[config.mk]
export PLATFORM = sky130hd
export DESIGN_NAME = fast_corner_engine_flat
export DESIGN_NICKNAME = d
export VERILOG_FILES = /design/src/rtl/fast_corner_engine_if.sv /design/src/rtl/fast_corner_engine.sv /design/src/flat_wrapper.sv
export SDC_FILE = /design/constraint.sdc
export NUM_CORES = 1
export LEC_CHECK = 0
export CAP_MARGIN = 25
export CORE_ASPECT_RATIO = 1.25
export CORE_MARGIN = 8
export CORE_UTILIZATION = 45
export DETAILED_ROUTE_END_ITERATION = 8
export PLACE_DENSITY = 0.76
export RECOVER_POWER = 25
export SLEW_MARGIN = 20
export SYNTH_ARGS = -nofsm -noshare
export SYNTH_HDL_FRONTEND = slang
export SYNTH_SLANG_ARGS = --single-unit
[constraint.sdc]
create_clock -name clk -period 3.25 [get_ports clk]
set_input_delay 0.325 -clock clk [delete_from_list [all_inputs] [get_ports clk]]
set_output_delay 0.325 -clock clk [all_outputs]
set_load 0.05 [all_outputs]
[src/rtl/fast_corner_engine_if.sv]
// fast_corner_engine_if
//   Memory-side bus of the FAST corner engine: a 1-cycle-latency read port
//   into the smoothed-image SRAM and a ready/valid write port into the
//   score SRAM.
//
//   Handshake rules:
//     read : rd_en/rd_x/rd_y are presented in cycle N. rd_data must hold the
//            addressed pixel during cycle N+1. There is no back-pressure.
//     write: wr_en is valid and wr_ready is ready. A score transfers on a
//            rising edge where wr_en && wr_ready. Once wr_en is raised,
//            wr_x/wr_y/wr_score stay stable until that transfer. wr_ready
//            may toggle freely and never gates wr_en.
//
//   Parameters: XW/YW address widths, PIX_W pixel width, SCORE_W score width.
//   Modports  : master = engine side, slave = SRAM side.

interface fast_corner_engine_if #(
  parameter int XW      = 10,
  parameter int YW      = 9,
  parameter int PIX_W   = 8,
  parameter int SCORE_W = 12
) ();
  logic               rd_en;
  logic [XW-1:0]      rd_x;
  logic [YW-1:0]      rd_y;
  logic [PIX_W-1:0]   rd_data;
  logic               wr_en;
  logic               wr_ready;
  logic [XW-1:0]      wr_x;
  logic [YW-1:0]      wr_y;
  logic [SCORE_W-1:0] wr_score;

  modport master (
    output rd_en, rd_x, rd_y,
    input  rd_data,
    output wr_en, wr_x, wr_y, wr_score,
    input  wr_ready
  );

  modport slave (
    input  rd_en, rd_x, rd_y,
    output rd_data,
    input  wr_en, wr_x, wr_y, wr_score,
    output wr_ready
  );
endinterface

[src/rtl/fast_corner_engine.sv]
// fast_corner_engine
//   FAST-N corner scoring engine. After a start pulse it raster-scans a
//   (max_x+1) x (max_y+1) image. For each interior pixel it reads the centre
//   plus the 16-pixel Bresenham ring, runs a circular segment test of
//   ARC_LEN contiguous pixels and writes one saturated score per pixel.
//   Border pixels (within 3 of an edge) are written with score 0.
//
//   Optional feature: define FAST_CORNER_COUNT_EN to build the corner
//   counter. Without it, corner_count is tied to 0.
//
//   Ports:
//     clk, n_rst              clock, asynchronous active-low reset
//     start                   one-cycle pulse, accepted only in IDLE
//     max_x, max_y, threshold frame configuration, latched on start
//     busy                    high from the cycle after start until DONE
//     done                    one-cycle pulse at end of frame
//     corner_count            nonzero-score writes this frame (optional)
//     state_dbg               current FSM state, for debug and assertions
//     bus                     read/write SRAM bus (fast_corner_engine_if.master)

module fast_corner_engine #(
  parameter int X_MAX   = 640,
  parameter int Y_MAX   = 480,
  parameter int PIX_W   = 8,
  parameter int ARC_LEN = 9,
  parameter int SCORE_W = 12,
  localparam int XW = $clog2(X_MAX),
  localparam int YW = $clog2(Y_MAX)
) (
  input  logic                clk,
  input  logic                n_rst,
  input  logic                start,
  input  logic [XW-1:0]       max_x,
  input  logic [YW-1:0]       max_y,
  input  logic [PIX_W-1:0]    threshold,
  output logic                busy,
  output logic                done,
  output logic [15:0]         corner_count,
  output logic [2:0]          state_dbg,
  fast_corner_engine_if.master bus
);

  typedef enum logic [2:0] {
    S_IDLE, S_CHECK, S_FETCH, S_DRAIN, S_EVAL, S_WRITE, S_DONE
  } state_t;

  // One extra bit covers c+t, and one more is the sign bit.
  localparam int DW    = PIX_W + 2;
  localparam int ACC_A = PIX_W + 6;
  localparam int ACC_W = (ACC_A > SCORE_W + 1) ? ACC_A : SCORE_W + 1;
  localparam logic [ACC_W-1:0] MAX_SCORE =
    {{(ACC_W-SCORE_W){1'b0}}, {SCORE_W{1'b1}}};

  state_t               state, state_nx;
  logic [XW-1:0]        x, cfg_max_x;
  logic [YW-1:0]        y, cfg_max_y;
  logic [PIX_W-1:0]     cfg_thr;
  logic [4:0]           idx;
  logic [PIX_W-1:0]     pix [0:16];   // [0] centre, [1..16] ring
  logic [SCORE_W-1:0]   score;
  logic                 is_border, last_pix, accept;

  // Ring offsets (dx, dy) for fetch index 0 (centre) .. 16.
  function automatic logic signed [2:0] ring_dx(input logic [4:0] i);
    case (i)
      5'd2, 5'd8:                ring_dx = 3'sd1;
      5'd3, 5'd7:                ring_dx = 3'sd2;
      5'd4, 5'd5, 5'd6:          ring_dx = 3'sd3;
      5'd10, 5'd16:              ring_dx = -3'sd1;
      5'd11, 5'd15:              ring_dx = -3'sd2;
      5'd12, 5'd13, 5'd14:       ring_dx = -3'sd3;
      default:                   ring_dx = 3'sd0;
    endcase
  endfunction

  function automatic logic signed [2:0] ring_dy(input logic [4:0] i);
    case (i)
      5'd6, 5'd12:               ring_dy = 3'sd1;
      5'd7, 5'd11:               ring_dy = 3'sd2;
      5'd8, 5'd9, 5'd10:         ring_dy = 3'sd3;
      5'd4, 5'd14:               ring_dy = -3'sd1;
      5'd3, 5'd15:               ring_dy = -3'sd2;
      5'd1, 5'd2, 5'd16:         ring_dy = -3'sd3;
      default:                   ring_dy = 3'sd0;
    endcase
  endfunction

  // Border test in signed arithmetic, so that max < 3 makes every pixel border.
  logic signed [XW+1:0] x_lim;
  logic signed [YW+1:0] y_lim;
  assign x_lim = $signed({2'b00, cfg_max_x}) - $signed((XW+2)'(3));
  assign y_lim = $signed({2'b00, cfg_max_y}) - $signed((YW+2)'(3));
  assign is_border = (x < XW'(3)) || (y < YW'(3)) ||
                     ($signed({2'b00, x}) > x_lim) ||
                     ($signed({2'b00, y}) > y_lim);

  assign last_pix = (x == cfg_max_x) && (y == cfg_max_y);
  assign accept   = (state == S_WRITE) && bus.wr_ready;

  // ---------------- segment test and score ----------------
  logic signed [DW-1:0] c_s, t_s, hi, lo, p_s;
  logic [ACC_W-1:0]     sum_b, sum_d, best;
  logic [15:0]          bright, dark;
  logic                 corner, run_b, run_d;
  logic [SCORE_W-1:0]   eval_score;

  always_comb begin
    c_s    = $signed({2'b00, pix[0]});
    t_s    = $signed({2'b00, cfg_thr});
    hi     = c_s + t_s;
    lo     = c_s - t_s;
    p_s    = '0;
    sum_b  = '0;
    sum_d  = '0;
    bright = '0;
    dark   = '0;
    for (int i = 0; i < 16; i++) begin
      p_s = $signed({2'b00, pix[i+1]});
      if (p_s > hi) begin
        bright[i] = 1'b1;
        sum_b     = sum_b + ACC_W'($unsigned(p_s - hi));
      end
      if (p_s < lo) begin
        dark[i] = 1'b1;
        sum_d   = sum_d + ACC_W'($unsigned(lo - p_s));
      end
    end
    // Try every starting ring position; the arc wraps from index 16 to 1.
    corner = 1'b0;
    run_b  = 1'b0;
    run_d  = 1'b0;
    for (int s = 0; s < 16; s++) begin
      run_b = 1'b1;
      run_d = 1'b1;
      for (int k = 0; k < ARC_LEN; k++) begin
        run_b = run_b & bright[4'((s + k) % 16)];
        run_d = run_d & dark[4'((s + k) % 16)];
      end
      if (run_b || run_d) corner = 1'b1;
    end
    best = (sum_b > sum_d) ? sum_b : sum_d;
    if (!corner)               eval_score = '0;
    else if (best > MAX_SCORE) eval_score = '1;
    else                       eval_score = best[SCORE_W-1:0];
  end

  // ---------------- FSM: state register ----------------
  always_ff @(posedge clk or negedge n_rst) begin
    if (!n_rst) state <= S_IDLE;
    else        state <= state_nx;
  end

  // ---------------- FSM: next state ----------------
  always_comb begin
    state_nx = state;
    case (state)
      S_IDLE:  if (start) state_nx = S_CHECK;
      S_CHECK: state_nx = is_border ? S_WRITE : S_FETCH;
      S_FETCH: if (idx == 5'd16) state_nx = S_DRAIN;
      S_DRAIN: state_nx = S_EVAL;
      S_EVAL:  state_nx = S_WRITE;
      S_WRITE: if (bus.wr_ready) state_nx = last_pix ? S_DONE : S_CHECK;
      S_DONE:  state_nx = S_IDLE;
      default: state_nx = S_IDLE;
    endcase
  end

  // ---------------- FSM: outputs ----------------
  logic signed [2:0] dx, dy;
  assign dx = ring_dx(idx);
  assign dy = ring_dy(idx);

  always_comb begin
    busy     = 1'b0;
    done     = 1'b0;
    bus.rd_en = 1'b0;
    bus.rd_x  = '0;
    bus.rd_y  = '0;
    bus.wr_en = 1'b0;
    case (state)
      S_CHECK, S_DRAIN, S_EVAL: busy = 1'b1;
      S_FETCH: begin
        busy      = 1'b1;
        bus.rd_en = 1'b1;
        bus.rd_x  = x + {{(XW-3){dx[2]}}, dx};
        bus.rd_y  = y + {{(YW-3){dy[2]}}, dy};
      end
      S_WRITE: begin
        busy      = 1'b1;
        bus.wr_en = 1'b1;
      end
      S_DONE:  done = 1'b1;
      default: ;
    endcase
  end

  assign bus.wr_x     = x;
  assign bus.wr_y     = y;
  assign bus.wr_score = score;
  assign state_dbg    = state;

  // ---------------- datapath registers ----------------
  always_ff @(posedge clk or negedge n_rst) begin
    if (!n_rst) begin
      x         <= '0;
      y         <= '0;
      cfg_max_x <= '0;
      cfg_max_y <= '0;
      cfg_thr   <= '0;
      idx       <= '0;
      score     <= '0;
      for (int i = 0; i < 17; i++) pix[i] <= '0;
    end else begin
      if (state == S_IDLE && start) begin
        cfg_max_x <= max_x;
        cfg_max_y <= max_y;
        cfg_thr   <= threshold;
        x         <= '0;
        y         <= '0;
      end
      if (state == S_CHECK) begin
        idx <= '0;
        if (is_border) score <= '0;
      end
      if (state == S_FETCH) idx <= idx + 5'd1;
      // Data for the read issued at idx-1 arrives now; DRAIN sees idx=17.
      if ((state == S_FETCH && idx != 5'd0) || state == S_DRAIN)
        pix[idx - 5'd1] <= bus.rd_data;
      if (state == S_EVAL) score <= eval_score;
      if (accept) begin
        if (x == cfg_max_x) begin
          x <= '0;
          y <= y + YW'(1);
        end else begin
          x <= x + XW'(1);
        end
      end
    end
  end

`ifdef FAST_CORNER_COUNT_EN
  logic [15:0] cnt;
  always_ff @(posedge clk or negedge n_rst) begin
    if (!n_rst)                                         cnt <= '0;
    else if (state == S_IDLE && start)                  cnt <= '0;
    else if (accept && score != '0 && cnt != 16'hFFFF)  cnt <= cnt + 16'd1;
  end
  assign corner_count = cnt;
`else
  assign corner_count = '0;
`endif

endmodule

[src/flat_wrapper.sv]
// flat-port wrapper written by rule: the top's interface ports become plain ports
module fast_corner_engine_flat 
#(
  parameter int X_MAX   = 640,
  parameter int Y_MAX   = 480,
  parameter int PIX_W   = 8,
  parameter int ARC_LEN = 9,
  parameter int SCORE_W = 12,
  localparam int XW = $clog2(X_MAX),
  localparam int YW = $clog2(Y_MAX)
)
  (clk, n_rst, start, max_x, max_y, threshold, busy, done, corner_count, state_dbg, bus_rd_en, bus_rd_x, bus_rd_y, bus_rd_data, bus_wr_en, bus_wr_x, bus_wr_y, bus_wr_score, bus_wr_ready);
  fast_corner_engine_if #(.XW((10)), .YW((9)), .PIX_W(PIX_W), .SCORE_W(SCORE_W)) bus_i ();
  input  logic clk;
  input  logic n_rst;
  input  logic start;
  input  logic [XW-1:0] max_x;
  input  logic [YW-1:0] max_y;
  input  logic [PIX_W-1:0] threshold;
  output logic busy;
  output logic done;
  output logic [15:0] corner_count;
  output logic [2:0] state_dbg;
  output wire logic [$bits(bus_i.rd_en)-1:0] bus_rd_en;
  output wire logic [$bits(bus_i.rd_x)-1:0] bus_rd_x;
  output wire logic [$bits(bus_i.rd_y)-1:0] bus_rd_y;
  input wire logic [$bits(bus_i.rd_data)-1:0] bus_rd_data;
  output wire logic [$bits(bus_i.wr_en)-1:0] bus_wr_en;
  output wire logic [$bits(bus_i.wr_x)-1:0] bus_wr_x;
  output wire logic [$bits(bus_i.wr_y)-1:0] bus_wr_y;
  output wire logic [$bits(bus_i.wr_score)-1:0] bus_wr_score;
  input wire logic [$bits(bus_i.wr_ready)-1:0] bus_wr_ready;
  assign bus_rd_en = bus_i.rd_en;
  assign bus_rd_x = bus_i.rd_x;
  assign bus_rd_y = bus_i.rd_y;
  assign bus_i.rd_data = bus_rd_data;
  assign bus_wr_en = bus_i.wr_en;
  assign bus_wr_x = bus_i.wr_x;
  assign bus_wr_y = bus_i.wr_y;
  assign bus_wr_score = bus_i.wr_score;
  assign bus_i.wr_ready = bus_wr_ready;
  fast_corner_engine #(.X_MAX(X_MAX), .Y_MAX(Y_MAX), .PIX_W(PIX_W), .ARC_LEN(ARC_LEN), .SCORE_W(SCORE_W)) u_core (.clk(clk), .n_rst(n_rst), .start(start), .max_x(max_x), .max_y(max_y), .threshold(threshold), .busy(busy), .done(done), .corner_count(corner_count), .state_dbg(state_dbg), .bus(bus_i));
endmodule
==> run metrics <==
status finished, violations left; violated checks capacitance limit, slew limit, setup timing; share of flip-flops with an asynchronous set or reset 100%; Worst slew margin -67.9%; gate count after technology mapping 528; Port Buffers between 60 and 70; Highest Clock Rate approximately 290 MHz; number of top-level design ports approximately 110; met2 wire length between 6000 and 7000 um; ratio of cells with drive above 1 in the final layout 18.7%; number of max-cap violations 1; setup skew after layout between 0.007 and 0.008 ns; largest net degree at the start of global routing 47; num rows 40; logic gate share of total power 54.2%; total power divided by cell area ~600 nW/um^2; initial drt markers between 200 and 300; hold violation total from the final report 0; Met3 Routed Length ~560 um; cell-internal power around 1.9 mW; drt pass-1 iters 4; synthesized area per cell between 8 and 9 sq um; count of unique library cells instantiated by Yosys slightly above 60; Max Slew Vio Count 47; Antenna Nets Post-Route 0; Post-synth top flop dfrtp_1; Inst Count DP about 730; post-detail-place hpwl about 9100 um; path type of the worst min-delay path input pin to flip-flop; worst endpoint required time approximately 2.9 ns; reg-to-reg slack, setup around 0.32 ns; Crit Path Class flip-flop to primary output; startpoint of the worst hold path max_x[4]; via/cell ratio around 5.5; Die W approximately 100 um; Via Count 4,139; final-layout fill cell count slightly above 800; Max IR drop VDD 0.373 mV; Yosys warning count 0; post-synth design cell area 4320 sq um; critical path startpoint u_core.idx[0]; initial antenna violation count 0; largest fanout on the critical path 3; routability-driven placement congestion ratio about 0.94; Final setup viols 8; clock power share between 10% and 20%; Post-Place Worst Slack -0.0621 ns; Area growth, synth to finish 34.6%; clock root cell clkbuf_16; Die Y-Extent about 130 um; data arrival time at the worst-slack endpoint approximately 3.1 ns; DIE AREA around 13,000 sq um; worst r2r src u_core.cfg_max_x[2]; final wirelength approximately 12,000 um; share of synthesized area occupied by flip-flops and latches 26.6%; Total Nets Final between 700 and 800; count of antenna diodes in the layout 0; termination of the worst setup path bus_rd_y[8]; Inserted Clock Buffers 5; clock-pin slew on the worst setup and hold paths around 0.06 ns; shortest period the worst path allows 3.46 ns; depth of the CTS H-tree 2; number of cells traversed by the worst register-to-register path 12; Seq cells post-synth 46; Starting Density between 40% and 50%; WL/cell 16.5 um; post-route setup slack -0.208 ns; part of the power in registers 29.1%; number of remaining DRC errors 0; end of the worst register-to-register path u_core.state_dbg[1]; Core Footprint 9460 sq um; EDFF count, synth 0; switching pwr 1.65 mW; CTS hold repair buffers 0; Top Layer Used met4; clock tree from TritonCTS built; number of global-route vias before repair between 4,000 and 5,000; length of routed wiring on met1 4930 um; highest-count cells in the layout ignoring fill and taps nand2_1 (76), clkdlybuf4s50_1 (49), dfrtp_1 (44); endpoint class of the critical path primary output; clk sink count 46; Worst-Margin Slew approximately 2.5 ns; post-route insts no fill around 750; global router's overall resource usage approximately a fifth; post-route clock period utilization 106%; most frequent standard cell in the layout excluding fill and tap cells nand2_1; clock tree buffer depth 2; switch share a little under half; cell leakage power approximately 2.6 nW; startpoint type of the worst setup path flip-flop; first-pass GRT wire length 21,000 um; setup repair after global routing missed its margin true; total grt overflow 0; later-pin clock latency in the skew report about 0.3 ns
-- sequential cells by signal, indices dropped and copies added (netlist names) --
register          flops
u_core.bus.wr_x      10
u_core.bus.wr_y       9
u_core.cfg_max_x     10
u_core.cfg_max_y      9
u_core.idx            5
u_core.state_dbg      3
-- logic make-up after synthesis --
family / after synthesis / synth area share [%]
flops: 46 / 26.6
buf+inv: 65 / 8.48
other cells: 1 / 0.0867
compound gates: 101 / 15.7
simple gates: 212 / 23.5
xor+xnor: 52 / 10.7
mux: 4 / 0.984
fa+ha+maj: 47 / 14.0
-- worst min path at each step --
stage,endpoint,cells after the start
after global placement,u_core.cfg_max_x[4],2
after floorplan,u_core.bus.wr_x[0],0
after global routing,u_core.cfg_max_x[5],3
after CTS,u_core.bus.wr_x[9],1
after detailed placement,u_core.cfg_max_x[4],2
final,u_core.cfg_max_x[4],3
-- repair_timing --
| action | CTS | global route |
|---|---|---|
| setup endpoints to repair | 10 | 12 |
| pin swaps | 20 | 18 |
| hold endpoints to repair | 0 | 0 |
| resized for setup | 33 | 23 |
| setup buffers | 7 | 3 |
-- layout make-up --
cell class / instances / area, sq um / share of cell area, %
tap: 126 / 158 / 2.71
clock buffer: 5 / 125 / 2.15
sequential: 46 / 1150 / 19.8
clock inverter: 3 / 45.0 / 0.774
multi-input combinational: 444 / 3160 / 54.2
timing repair buffer: 101 / 1100 / 18.9
inverter: 22 / 82.6 / 1.42
-- worst max-delay path: stages (launching register included) --
cell     delay, ns
dfrtp_1       0.40
inv_2         0.09
buf_4         0.13
buf_4         0.13
ha_4          0.15
nor3_2        0.20
a21oi_2       0.06
o21ai_2       0.25
ha_1          0.30
nor2b_1       0.16
o31a_1        0.29
o41ai_4       0.27
xnor2_2       0.13
nor2_4        0.13
buf_12        0.14
-- cells in the mapped netlist, types with 7 or more instances --
cell / count / share of area [%]
nand2_1: 78 / 6.8
dfrtp_1: 46 / 27
ha_1: 45 / 13
nor2_1: 40 / 3.5
xnor2_1: 30 / 6.1
buf_4: 28 / 4.9
a21oi_1: 26 / 3.0
inv_1: 22 / 1.9
nor3_1: 21 / 2.4
o21ai_0: 21 / 2.4
xor2_1: 21 / 4.3
nand3_1: 14 / 1.6
and3_1: 12 / 1.7
clkbuf_1: 11 / 0.96
nand4_1: 9 / 1.3
nor4_1: 8 / 1.2
or3_1: 8 / 1.2
nor2b_1: 7 / 1.0
-- layer usage --
metal	global-route usage [%]	vias to the layer above
li1	-	1993
met1	20.6	1981
met2	34.8	134
met3	3.65	31
met4	9.56	0
met5	0	-
-- power groups by stage --
stage	registers (mW)	logic [mW]	clock network, mW
6_report	1.02	1.90	0.589
5_1_grt	1.05	2.10	0.625
4_1_cts	1.02	1.89	0.599
3_3_place_gp	1.01	1.79	0
3_5_place_dp	1.02	1.86	0
2_1_floorplan	1.10	1.29	0
-- stage by stage --
step                power (mW)  util, %  setup TNS, ns  hold WS, ns  instance area, sq um
finish                    3.51     61.5         -0.813        0.556                  5820
global placement          2.81     56.5        -0.0341        0.543                  5350
global route              3.78     61.5          -2.36        0.560                  5820
floorplan                 2.39        -        -0.0948       0.0294                  4460
CTS                       3.50     60.2         -0.973        0.266                  5690
detailed placement        2.89     56.5         -0.124        0.556                  5350
No activity file was read; power rests on OpenSTA's default activity.
